### src/rtl/load_control.sv
// load_control: loads a program into instruction memory from a UART byte stream.
// The frame is a 32-bit word count N followed by N 32-bit instruction words,
// each sent as four bytes MSB first. Each completed instruction word produces
// a one-cycle IM_we pulse. A zero count ends the load at once, and a count
// larger than the memory depth is rejected with a load_error pulse.
module load_control #(
  parameter int IM_ADDR_LENGTH = 32,
  parameter int IM_MEM_SIZE    = 1024,
  parameter int DATA_WIDTH     = 32,
  parameter int UART_BITS      = 8
) (
  input  logic                      clk,
  input  logic                      reset,
  input  logic [UART_BITS-1:0]      rx_Data,
  input  logic                      rx_done,
  input  logic                      load_flag,
  output logic [IM_ADDR_LENGTH-1:0] IM_Addr,
  output logic [DATA_WIDTH-1:0]     IM_Data,
  output logic                      IM_we,
  output logic                      load_done,
  output logic                      load_error
);

  // One-hot state encoding; any other pattern is treated as illegal.
  typedef enum logic [5:0] {
    IDLE    = 6'b000001,
    GETCNT  = 6'b000010,
    GETINST = 6'b000100,
    WRITE   = 6'b001000,
    DONE    = 6'b010000,
    ERROR   = 6'b100000
  } state_t;

  localparam logic [DATA_WIDTH-1:0] MEM_SIZE_W = DATA_WIDTH'(IM_MEM_SIZE);

  state_t                    state;
  logic [1:0]                byte_cnt;
  logic [DATA_WIDTH-1:0]     shift;
  logic [IM_ADDR_LENGTH-1:0] word_cnt;
  logic [IM_ADDR_LENGTH-1:0] word_idx;

  // Word as it will look once the byte on rx_Data is shifted in.
  logic [DATA_WIDTH-1:0]     shift_nxt;
  logic                      last_byte;
  logic [IM_ADDR_LENGTH-1:0] idx_inc;

  assign shift_nxt = {shift[DATA_WIDTH-UART_BITS-1:0], rx_Data};
  assign last_byte = (byte_cnt == 2'd3);
  assign idx_inc   = word_idx + IM_ADDR_LENGTH'(1);

  // Load sequencer: byte assembly, count check, memory write pulses, status pulses.
  always_ff @(posedge clk or negedge reset) begin
    if (!reset) begin
      state      <= IDLE;
      byte_cnt   <= 2'd0;
      shift      <= '0;
      word_cnt   <= '0;
      word_idx   <= '0;
      IM_Addr    <= '0;
      IM_Data    <= '0;
      IM_we      <= 1'b0;
      load_done  <= 1'b0;
      load_error <= 1'b0;
    end else begin
      // Pulse outputs default low; individual states raise them for one cycle.
      IM_we      <= 1'b0;
      load_done  <= 1'b0;
      load_error <= 1'b0;
      case (state)
        IDLE: begin
          IM_Addr  <= '0;
          byte_cnt <= 2'd0;
          if (load_flag) begin
            state <= GETCNT;
          end else begin
            state <= IDLE;
          end
        end
        GETCNT: begin
          if (rx_done) begin
            shift    <= shift_nxt;
            byte_cnt <= byte_cnt + 2'd1;
            if (last_byte) begin
              word_cnt <= IM_ADDR_LENGTH'(shift_nxt);
              word_idx <= '0;
              if (shift_nxt == '0) begin
                state <= DONE;
              end else if (shift_nxt > MEM_SIZE_W) begin
                state <= ERROR;
              end else begin
                state <= GETINST;
              end
            end
          end
        end
        GETINST: begin
          if (rx_done) begin
            shift    <= shift_nxt;
            byte_cnt <= byte_cnt + 2'd1;
            if (last_byte) begin
              IM_Data <= shift_nxt;
              IM_Addr <= word_idx;
              IM_we   <= 1'b1;
              state   <= WRITE;
            end
          end
        end
        WRITE: begin
          // A byte landing here is the first of the next word; keep it.
          if (rx_done) begin
            shift    <= shift_nxt;
            byte_cnt <= byte_cnt + 2'd1;
          end
          word_idx <= idx_inc;
          if (idx_inc == word_cnt) begin
            state <= DONE;
          end else begin
            state <= GETINST;
          end
        end
        DONE: begin
          load_done <= 1'b1;
          state     <= IDLE;
        end
        ERROR: begin
          load_error <= 1'b1;
          state      <= IDLE;
        end
        default: begin
          state <= IDLE;
        end
      endcase
    end
  end

endmodule

### config.mk
export PLATFORM = sky130hd
export DESIGN_NAME = load_control
export DESIGN_NICKNAME = d
export VERILOG_FILES = /design/src/rtl/load_control.sv
export SDC_FILE = /design/constraint.sdc
export NUM_CORES = 1
export LEC_CHECK = 0
export ABC_AREA = 1
export CAP_MARGIN = 10
export CORE_MARGIN = 3
export CORE_UTILIZATION = 25
export CTS_BUF_LIST = sky130_fd_sc_hd__clkbuf_16
export CTS_CLUSTER_DIAMETER = 50
export DETAILED_ROUTE_END_ITERATION = 12
export SYNTH_ARGS = -nofsm -noshare
export SYNTH_HDL_FRONTEND = slang
export SYNTH_SLANG_ARGS = --single-unit
### constraint.sdc
create_clock -name clk -period 2.4 [get_ports clk]
set_input_delay 0.6 -clock clk [delete_from_list [all_inputs] [get_ports clk]]
set_output_delay 0.6 -clock clk [all_outputs]
set_load 0.02 [all_outputs]
==> flow_summary.ini <==
[power]
seqPwrFrac = 0.356
switching_power_mw = 3.72
p_leak_nw = 5.13
ir_drop_v = 0.000572
combPwrFrac = 0.355
internal_power_mw = 5.69
pwr_density_cell_nw_per_um2 = 930
switching_share = 0.396
power_mw = 9.41
clkPwrFrac = 0.289

[global_routing]
antenna_found_initial = 1
grt-ovfl-total = 0
grt_pass1_wl_um = 39100
grt_usage = 0.145
grt_pass1_vias = 7064
grt_max_degree = 128

[layout]
layout-drive-gt1-share = 0.0950
syn2layout_area_growth_pct = 25.6
diodes = 0
nNetsFinal = 1139
seqCellArea_um2 = 4080
stdcell_count = 1539
multi_input_area_um2 = 3420
fill_cells = 3291

[worst_hold_path]
hold_class = in -> async

[synth]
ys_types = 31
synth_ff_type = dfrtp_1
syn_area_per_cell_um2 = 7.81
synth.area.top_cells = dfrtp_1 (50%), nand2_1 (14%), o21ai_0 (8.9%), nand3_1 (7.8%), inv_1 (5.5%)
ys_warn_count = 0
syn-instance-count = 1032
ys_ff_latch = 163
syn_area_um2 = 8060
synth_top_area_cell = dfrtp_1
synth-async-reset-ratio = 1.00
synth-seq-area-share = 0.506
syn-num-nets = 1046
yosys.area.top_type_share = 0.503
synth_edf_count = 0

[clocking]
cts_root_buf = clkbuf_16
cts_max_level = 4
clk_path_buf_depth = 2
clkLatencyLatePin_ns = 0.43
cts_tree = built
cts_sinks = 163
cts_made_buffers = 17
cts.clk_slew.worst_paths_ns = 0.07

[timing]
setup_viol = 0
grt_setup_unrepaired = false
hold_violations = 0
setup_tns_ns = 0
skew_ns = 0.00965
worstMarginPinSlew_ns = 0.453
max_freq_mhz = 448
fin_crit_ns = 2.23
slew_headroom = 0.698
fin_crit_sh = 0.929
slew_violations = 0

[detailed_routing]
drt_iter0_markers = 477
drtPass1Iterations = 5
routed_wirelength_um = 24500
vias = 7238
final_antenna_net_count = 0
wl_per_cell_um = 15.9
via_per_inst = 4.70
drc = 0

[place]
hpwl_um = 18300
numPlacedInstances = 1507
io_buffers = 78
place.gp.congestion = 0.929

[setup_path]
worstReg2RegEnd = state[2]
startpoint = word_idx[1]
required_ns = 2.71
critPathCapture = state[2]
worstSetupEndpointType = flip-flop
timing.rr.start = word_idx[1]
cp.arrival_ns = 2.54
start_kind = flip-flop
reg2reg_slack_ns = 0.17
path_class = reg -> reg
cp_max_fo = 8
r2r_cells = 18

[die]
die_w_um = 186
die-area_um2 = 34400
fp-row-count = 65
core_um2 = 31600
io-pin-count = 79
die_h_um = 186
initial_core_util = 0.255

[job]
drv_cap = 0

[outcome]
run_status = finished, final reports clean
[power by group through the flow]
stage	clock (mW)	sequential (mW)	combinational (mW)
2_1_floorplan	0	3.26	2.43
3_3_place_gp	0	3.39	3.22
3_5_place_dp	0	3.40	3.30
4_1_cts	2.78	3.35	3.31
5_1_grt	2.88	3.38	3.82
6_report	2.72	3.35	3.34
[state kept, by name (all words and copies together), names as in the netlist]
register and cells:
IM_Addr 32, word_cnt 32, load_error 1, state 6, IM_we 1, word_idx 32
load_done 1, IM_Data 32, byte_cnt 2, shift 24
[routing by layer]
layer	vias to the layer above	global-route usage	part of all wire
li1	3538	-	-
met1	3439	0.206	0.48
met2	225	0.228	0.45
met3	34	0.0244	0.051
met4	2	0.0438	0.019
met5	-	0	0.00045
[layout by cell type, fill, tap and decap left out, types with 10 or more instances in the layout]
cell | Yosys | routed
buf_4 | 0 | 23
clkbuf_16 | 0 | 17
clkdlybuf4s50_1 | 0 | 77
dfrtp_1 | 162 | 161
inv_1 | 119 | 119
nand2_1 | 291 | 290
nand2_2 | 9 | 10
nand3_1 | 125 | 124
nand4_1 | 14 | 14
nor2_1 | 62 | 57
nor2_2 | 9 | 13
o21ai_0 | 144 | 144
o22ai_1 | 13 | 13
[stage by stage]
stage	cell area (um2)	util	hold WS, ns	setup slack [ns]
4_1_cts	10100	0.319	0.0964	0.106
6_report	10100	0.320	0.0967	0.169
5_1_grt	10100	0.320	0.109	0.000828
2_1_floorplan	8060	-	0.304	0.444
3_5_place_dp	9500	0.300	0.477	0.0168
3_3_place_gp	9500	0.300	0.470	0.0138
[synthesized netlist by cell type, drive strengths merged, types with 2 or more instances]
cell type / instances
nand3b: 6
and2: 2
dfrtp: 162
nor3: 6
buf: 5
nand2: 303
nand4: 14
o21ai: 149
clkbuf: 28
o22ai: 13
nand3: 127
a21oi: 2
ha: 2
inv: 123
nor2: 80
nor4: 6
[worst max-delay path, cell delays in order, from the launching register on]
cell	delay, ns
dfrtp_1	0.42
ha_4	0.19
nand2_2	0.13
nor2_8	0.09
nand3_2	0.13
inv_1	0.10
buf_4	0.15
nand2_1	0.07
nand3_1	0.07
nand2_1	0.06
nand2_1	0.08
nor2_1	0.16
nand2_1	0.09
nor2_2	0.12
nand3_1	0.07
nand2_1	0.06
nand2_1	0.05
nand2_1	0.05
nand2_1	0.04
[area by class of cell]
type | count | area share
multi-input cells | 713 | 0.338
flip-flops and latches | 163 | 0.403
well taps | 402 | 0.0497
clock inverters | 14 | 0.0152
inverters | 123 | 0.0457
repair buffers | 107 | 0.106
clock buffers | 17 | 0.0420
[how the worst min path moves through the flow]
stage                   to  slack (ns)
2_1_floorplan   IM_Addr[0]        0.30
3_5_place_dp    IM_Data[5]        0.48
6_report        IM_Addr[3]         0.1
4_1_cts        word_idx[5]         0.1
5_1_grt         IM_Addr[3]        0.11
3_3_place_gp    IM_Data[0]        0.47
[cell families after synthesis]
family / after synthesis / share of synthesized area
AOI/OAI and AO/OA: 164 / 0.105
DFF: 163 / 0.506
xor gates and xnor gates: 3 / 0.00497
adders and majority gates: 2 / 0.00310
buffers and inverters: 156 / 0.0742
and+or+nand+nor: 544 / 0.307
[what timing repair did]
item | 4_1_cts | 5_1_grt
setup buffers | 0 | 1
setup endpoints to repair | 0 | 2
hold buffers | 0 | 0
resized for setup | 0 | 10
Note: power is estimated with default switching activity, not from simulation.
